--- src/rtl/serial_sub_pkg.sv ---
// Shared definitions for the bit-serial subtractor: FSM state encoding and counter sizing.
package serial_sub_pkg;

  typedef enum logic [1:0] {
    S_IDLE = 2'd0,
    S_RUN  = 2'd1,
    S_DONE = 2'd2
  } state_e;

  // Bit-counter width; never below one bit so WIDTH=2 still gets a real register.
  function automatic int unsigned cnt_width(input int unsigned w);
    return (w <= 2) ? 1 : $clog2(w);
  endfunction

endpackage

--- src/rtl/f_subtractor.sv ---
// Combinational full-subtractor cell (a - b - bin), gate-level.
module f_subtractor (
  input  logic a,
  input  logic b,
  input  logic bin,
  output logic diff,
  output logic bout
);

  logic t, na, nt, gen, prop;

  xor x_t    (t, a, b);
  xor x_diff (diff, t, bin);
  not n_a    (na, a);
  not n_t    (nt, t);
  and a_gen  (gen, na, b);
  and a_prop (prop, nt, bin);
  or  o_bout (bout, gen, prop);

endmodule

--- src/rtl/serial_subtractor.sv ---
// Bit-serial subtractor: diff = a - b - bin over WIDTH cycles with start/busy/done handshake.
// Optional compare outputs lt/eq/gt when SERIAL_SUB_CMP_EN is defined.
module serial_subtractor
  import serial_sub_pkg::*;
#(
  parameter int unsigned WIDTH = 8
) (
  input  logic             clk,
  input  logic             rst,
  input  logic             start,
  input  logic [WIDTH-1:0] a,
  input  logic [WIDTH-1:0] b,
  input  logic             bin,
  output logic             busy,
  output logic             done,
  output logic [WIDTH-1:0] diff,
  output logic             bout,
  output logic             ovf
`ifdef SERIAL_SUB_CMP_EN
  ,
  output logic             lt,
  output logic             eq,
  output logic             gt
`endif
);

  localparam int unsigned CW = cnt_width(WIDTH);
  localparam logic [CW-1:0] CNT_LAST = CW'(WIDTH - 1);

  state_e           state_q, state_d;
  logic [WIDTH-1:0] sa_q, sa_d, sb_q, sb_d, sr_q, sr_d, diff_q, diff_d;
  logic [CW-1:0]    cnt_q, cnt_d;
  logic             br_q, br_d, sgna_q, sgna_d, sgnb_q, sgnb_d;
  logic             bout_q, bout_d, ovf_q, ovf_d;
  logic             cell_diff, cell_bout;
  logic [WIDTH-1:0] res_full;

  f_subtractor u_cell (
    .a    (sa_q[0]),
    .b    (sb_q[0]),
    .bin  (br_q),
    .diff (cell_diff),
    .bout (cell_bout)
  );

  assign res_full = {cell_diff, sr_q[WIDTH-1:1]};

  always_comb begin
    state_d = state_q;
    sa_d    = sa_q;
    sb_d    = sb_q;
    sr_d    = sr_q;
    br_d    = br_q;
    cnt_d   = cnt_q;
    sgna_d  = sgna_q;
    sgnb_d  = sgnb_q;
    diff_d  = diff_q;
    bout_d  = bout_q;
    ovf_d   = ovf_q;
    case (state_q)
      S_IDLE, S_DONE: begin
        state_d = S_IDLE;
        if (start) begin
          sa_d    = a;
          sb_d    = b;
          br_d    = bin;
          sgna_d  = a[WIDTH-1];
          sgnb_d  = b[WIDTH-1];
          cnt_d   = '0;
          state_d = S_RUN;
        end
      end
      S_RUN: begin
        sa_d  = sa_q >> 1;
        sb_d  = sb_q >> 1;
        sr_d  = res_full;
        br_d  = cell_bout;
        cnt_d = cnt_q + 1'b1;
        // Final bit: publish straight from the cell so the result appears on this edge.
        if (cnt_q == CNT_LAST) begin
          cnt_d   = '0;
          diff_d  = res_full;
          bout_d  = cell_bout;
          ovf_d   = (sgna_q != sgnb_q) & (cell_diff != sgna_q);
          state_d = S_DONE;
        end
      end
      default: state_d = S_IDLE;
    endcase
  end

  always_ff @(posedge clk or posedge rst) begin
    if (rst) begin
      state_q <= S_IDLE;
      sa_q    <= '0;
      sb_q    <= '0;
      sr_q    <= '0;
      br_q    <= 1'b0;
      cnt_q   <= '0;
      sgna_q  <= 1'b0;
      sgnb_q  <= 1'b0;
      diff_q  <= '0;
      bout_q  <= 1'b0;
      ovf_q   <= 1'b0;
    end else begin
      state_q <= state_d;
      sa_q    <= sa_d;
      sb_q    <= sb_d;
      sr_q    <= sr_d;
      br_q    <= br_d;
      cnt_q   <= cnt_d;
      sgna_q  <= sgna_d;
      sgnb_q  <= sgnb_d;
      diff_q  <= diff_d;
      bout_q  <= bout_d;
      ovf_q   <= ovf_d;
    end
  end

  assign busy = (state_q == S_RUN);
  assign done = (state_q == S_DONE);
  assign diff = diff_q;
  assign bout = bout_q;
  assign ovf  = ovf_q;

`ifdef SERIAL_SUB_CMP_EN
  logic lt_q, lt_d, eq_q, eq_d, gt_q, gt_d;

  always_comb begin
    lt_d = lt_q;
    eq_d = eq_q;
    gt_d = gt_q;
    if (state_q == S_RUN && cnt_q == CNT_LAST) begin
      lt_d = cell_bout;
      eq_d = (res_full == '0) & ~cell_bout;
      gt_d = ~cell_bout & ~((res_full == '0) & ~cell_bout);
    end
  end

  always_ff @(posedge clk or posedge rst) begin
    if (rst) begin
      lt_q <= 1'b0;
      eq_q <= 1'b0;
      gt_q <= 1'b0;
    end else begin
      lt_q <= lt_d;
      eq_q <= eq_d;
      gt_q <= gt_d;
    end
  end

  assign lt = lt_q;
  assign eq = eq_q;
  assign gt = gt_q;
`endif

endmodule

--- config.mk ---
export PLATFORM = sky130hd
export DESIGN_NAME = serial_subtractor
export DESIGN_NICKNAME = d
export VERILOG_FILES = /design/src/rtl/serial_sub_pkg.sv /design/src/rtl/f_subtractor.sv /design/src/rtl/serial_subtractor.sv
export SDC_FILE = /design/constraint.sdc
export NUM_CORES = 1
export LEC_CHECK = 0
export ABC_AREA = 1
export BUFFER_PORTS_ARGS = -buffer_cell sky130_fd_sc_hd__buf_2
export CAP_MARGIN = 20
export CORE_MARGIN = 4
export CORE_UTILIZATION = 45
export CTS_BUF_LIST = sky130_fd_sc_hd__clkbuf_16
export DETAILED_ROUTE_END_ITERATION = 16
export GPL_TIMING_DRIVEN = 0
export PLACE_DENSITY = 0.69
export SETUP_SLACK_MARGIN = 0.05
export SLEW_MARGIN = 20
export SYNTH_ARGS = -nofsm -noshare
export SYNTH_HDL_FRONTEND = slang
export SYNTH_HIERARCHICAL = 1
export SYNTH_SLANG_ARGS = --single-unit
--- constraint.sdc ---
create_clock -name clk -period 1.4 [get_ports clk]
set_input_delay 0.21 -clock clk [delete_from_list [all_inputs] [get_ports clk]]
set_output_delay 0.21 -clock clk [all_outputs]
set_load 0.05 [all_outputs]
* Word-level counts from Yosys, hierarchy flattened
Index checks and enable logic that the tools add are counted.
Cells by class: muxes and demuxes 12, magnitude comparators 0, bitwise operators 8, shifts and indexed selects 0, multipliers 0, add/sub/neg operators 1, div/mod/pow operators 0, reduce and logical (&&, ||, !) cells 6, equality and inequality tests 7
Operators by type and width (count):
- case mux 8 bit (2 select lines) | 2
- two-way mux 8 bit | 2
- two-way mux 3 bit | 2
- case mux 3 bit (2 select lines) | 1
- AND reduction 2 bit | 3
- case mux 2 bit (2 select lines) | 1
- adder 3 x 1 -> 3 bit, second input constant | 1
- bitwise AND 1 bit | 3
- == test 3 bit, second input constant | 1
- == test 2 x 1 -> 1 bit, second input constant | 1
- == test 2 bit, second input constant | 1
- zero test 2 bit | 1
- two-way mux 1 bit | 2
- two-way mux 2 bit | 1
- inequality test 1 bit | 2
- inequality test 2 x 1 -> 1 bit, second input constant | 1
- inequality test 2 bit, second input constant | 1
- NOT 1 bit | 2
- case mux 1 bit (2 select lines) | 1
- nonzero test 2 bit | 1
- OR reduction 2 bit | 1
- bitwise XOR 1 bit | 2
- OR 1 bit | 1
Storage, ports and cells: latch bits 0, memories kept 0, bits in read-only memories 0, register bits 42, output and inout port bits 12, bits in writable memories 0

* Longest topological paths before layout
depth in word-level cells 5, depth in mapped cells 8

* Modules after synthesis
Netlist, hierarchy kept.
Modules (own cells, without submodules):
- serial_subtractor | times used 1, area each 1921.8 µm², sequential area each 1026.0 µm², cells an instance 234
- f_subtractor | times used 1, area each 31.3 µm², sequential area each 0.0 µm², cells an instance 4

* Worst setup path before layout
No wires, ideal clock.
path kind register -> output, start register state_q[0], end output port done, setup slack -0.174 ns, stages on the path, launching flop included 4, path buffers 2, data arrival time 1.364 ns, cell sequence dfrtp_1 > buf_4 > clkbuf_1 > nor2_1
Between the ends: word-level cells in the longest chain between the ends 1
RTL lines:
- start, declared | RTL line serial_subtractor.sv:30 | state_e state_q, state_d;
- start signal, assigned | RTL line serial_subtractor.sv:106 | state_q <= state_d;
- == test 2 bit | RTL line serial_subtractor.sv:121 | assign done = (state_q == S_DONE);
- end, declared | RTL line serial_subtractor.sv:15 | output logic done,
No other way between the ends.

* Worst setup path after layout
Ends and elaborated chain as after synthesis.

==> key figures <==
Floorplanning
  • Row Count: 23
  • Initial Util: 0.478
  • Die ar.: 5460 um2
  • Num ports: 32
  • Die width: 73.9 um
  • Die Ht: 73.9 um
  • Core ar.: 4090 um2

Global routing
  • Total global routing track utilization: 0.172
  • Antenna violations before repair: 0
  • First-pass GRT wire length: 7.07 mm
  • Remaining Overflow, GRT: 0
  • Vias in the first global route: 1541
  • Pin count of the biggest net entering global routing: 32

Placement
  • HPWL Detailed: 2.80 mm
  • Port bufs: 31
  • RePlAce Congestion: 0.737

Detailed routing
  • Drt drc: 0
  • DR vias: 1590
  • Drt total wl: 4.22 mm
  • Starting DRT DRC Count: 92
  • Drt pass-1 iters: 5
  • Remaining antenna violation count after routing: 0
  • Wirelength per Cell: 12.3 um
  • Avg Vias per Cell: 4.65

Clock network
  • Clock Root Buffer: clkbuf_16
  • Inserted Clock Buffers: 5
  • Clock Latency Late Sink: 0.28 ns
  • Worst-path clk slew: 0.06 ns
  • CTS tree: done
  • H-tree Lvls: 2
  • CTS max path bufs: 2
  • Clock sink total: 41

STA
  • RSZ-0062 raised after global routing: true
  • Crit path time final: 1.36 ns
  • Setup Viol. Count Final: 0
  • Clock Skew: 0.00353 ns
  • Final Hold Vio Count: 0
  • Setup TNS: 0 ns
  • WHS: 0.192 ns
  • Max-slew violations: 0
  • Final period utilization: 0.968
  • Fmax: 738 MHz
  • Worst slew margin: 0.827
  • Actual slew at the worst max-slew pin: 0.259 ns

Layout
  • Commonest non-fill, non-tap cell in the layout: nand2_1
  • Share of layout cells above drive strength 1: 0.284
  • Layout overhead on the synthesized area: 30.1%
  • Final Net Count: 314
  • FILL cells: 358
  • # diodes: 0
  • Commonest cells after routing, fill and taps aside: nand2_1, inv_1, dfrtp_1

Synthesis
  • Syn nets: 261
  • Register area share after synthesis: 0.525
  • Synth top area share: 0.525
  • Synth warn: 6
  • Synth cell types: 18
  • Post-synth top area cell: dfrtp_1
  • Area contributors post-synth: dfrtp_1, nand2_1, inv_1
  • Synthesized flop and latch total: 41
  • Syn avg cell area: 8.21 um2
  • Netlist Area Pre-Place: 1950 um2
  • Post-synthesis cell count: 238

Power
  • Combinational power share: 0.519
  • Pwr dens: 2560 nW/um2
  • Switching share of power: 0.432
  • Seq pwr share: 0.311
  • Leak pwr: 0.00144 uW
  • Internal cell power: 3690 uW
  • Max VDD drop: 0.00129 V
  • P_sw: 2810 uW
  • Power share of the clock group: 0.170

Worst setup path
  • Startpoint types: flop
  • Family with the most delay on the worst path: buffers and inverters
  • Launch point of the worst reg-to-reg path: sb_q[0]
  • CP bufs+invs: 3
  • Worst setup path startpoint: state_q[0]
  • Critical path class: reg -> out
  • Slowest CP cell: dfrtp_1
  • CP required: 1.19 ns
  • Critical Path Sink Type: output port
  • Arrival @ worst endpoint: 1.15 ns
  • Cell Chain, Critical Path: buf_6, clkbuf_16, nor2_4, buf_8
  • Crit path largest cell delay: 0.37 ns
  • Crit path max fanout: 4

Run status
  • Outcome: complete, no violations

Run
  • Max Cap Viol: 0

Worst hold path
  • Hold_sp: a[7]
  • Worst Hold Class: in -> reg
## worst reg2reg max path, delay by kind of cell (launching register included)
kind | cells | cell delay [ns]
buffers and inverters | 2 | 0.12
AND/OR/NAND/NOR | 4 | 0.20
flip-flops | 1 | 0.34
adder cells (fa/ha/maj) | 1 | 0.57
## final timing paths
path,to,slack (ns),depth (start not counted)
max reg2reg,ovf,0.05,7
max in group asynchronous,sa_q[5],0.56,4
max,done,0.04,4
min reg2reg,cnt_q[1],0.47,2
min in group asynchronous,diff[5],0.40,3
min,sa_q[7],0.19,3
## state kept, by name (all words and copies together) (netlist names)
signal / count
sb_q: 8
br_q: 1
sgna_q: 1
bout: 1
diff: 8
sa_q: 8
cnt_q: 3
state_q: 2
ovf: 1
sr_q: 7
sgnb_q: 1
## logic make-up (layout without fill, tap and decap cells)
logic type,count (synthesis),after routing,share of synthesized area
flops,41,41,0.525
fa+ha+maj,3,3,0.0231
simple gates,115,115,0.256
buf+inv,58,112,0.126
compound gates,21,21,0.0692
## area by class of cell
type / instances / area (um2) / area share
buffer: 8 / 96.3 / 0.0379
timing repair buffer: 47 / 323 / 0.127
inverter: 49 / 189 / 0.0743
clock buffer: 5 / 125 / 0.0492
multi-input combinational: 139 / 701 / 0.276
sequential: 41 / 1030 / 0.404
clock inverter: 3 / 18.8 / 0.00739
tap: 50 / 62.6 / 0.0246
## per-layer routing
layer,share of wire,up-vias,routed length (um),track usage
met5,0,-,0,0
met4,0.010,0,43,0.0423
met3,0.051,6,213,0.0520
met2,0.48,29,2030,0.275
met1,0.46,731,1930,0.227
li1,-,824,-,-
## through the flow
stage / setup WS, ns / cells / cell area [um2] / total power (uW) / utilization
floorplan: 0.0547 / 238 / 1960 / 4260 / -
detailed placement: -0.0435 / 320 / 2200 / 4900 / 0.538
global placement: -0.324 / 319 / 2180 / 4840 / 0.533
CTS: 0.0133 / 337 / 2460 / 6390 / 0.603
finish: 0.0445 / 342 / 2540 / 6500 / 0.622
global route: -0.0186 / 342 / 2540 / 7040 / 0.622
## cell usage after synthesis
| library cell | instances |
|---|---|
| nand2_1 | 75 |
| ha_1 | 2 |
| inv_1 | 46 |
| buf_6 | 2 |
| buf_2 | 3 |
| fa_1 | 1 |
| inv_4 | 1 |
| buf_4 | 2 |
| nand2_4 | 2 |
| clkbuf_1 | 2 |
| o21ai_0 | 13 |
| o21ai_2 | 8 |
| nand2_2 | 2 |
| inv_2 | 2 |
| dfrtp_1 | 41 |
| nor2_4 | 1 |
| nor2_1 | 2 |
| nand3_1 | 33 |
## timing repair
| item | in CTS | in global routing |
|---|---|---|
| gates resized for setup | 15 | 10 |
| hold buffers | 1 | 0 |
| setup endpoints to repair | 13 | 32 |
| buffers inserted | 8 | 6 |
| hold endpoints to repair | 10 | 0 |
| pin swaps | 5 | 7 |
## power by group through the flow
stage / clock network [uW] / registers, uW / logic (uW)
floorplan: 0 / 2430 / 1830
detailed placement: 0 / 2030 / 2870
global route: 1190 / 2080 / 3760
CTS: 1130 / 2020 / 3240
global placement: 0 / 2020 / 2820
finish: 1100 / 2020 / 3370
Note: power is estimated with default switching activity, not from simulation.
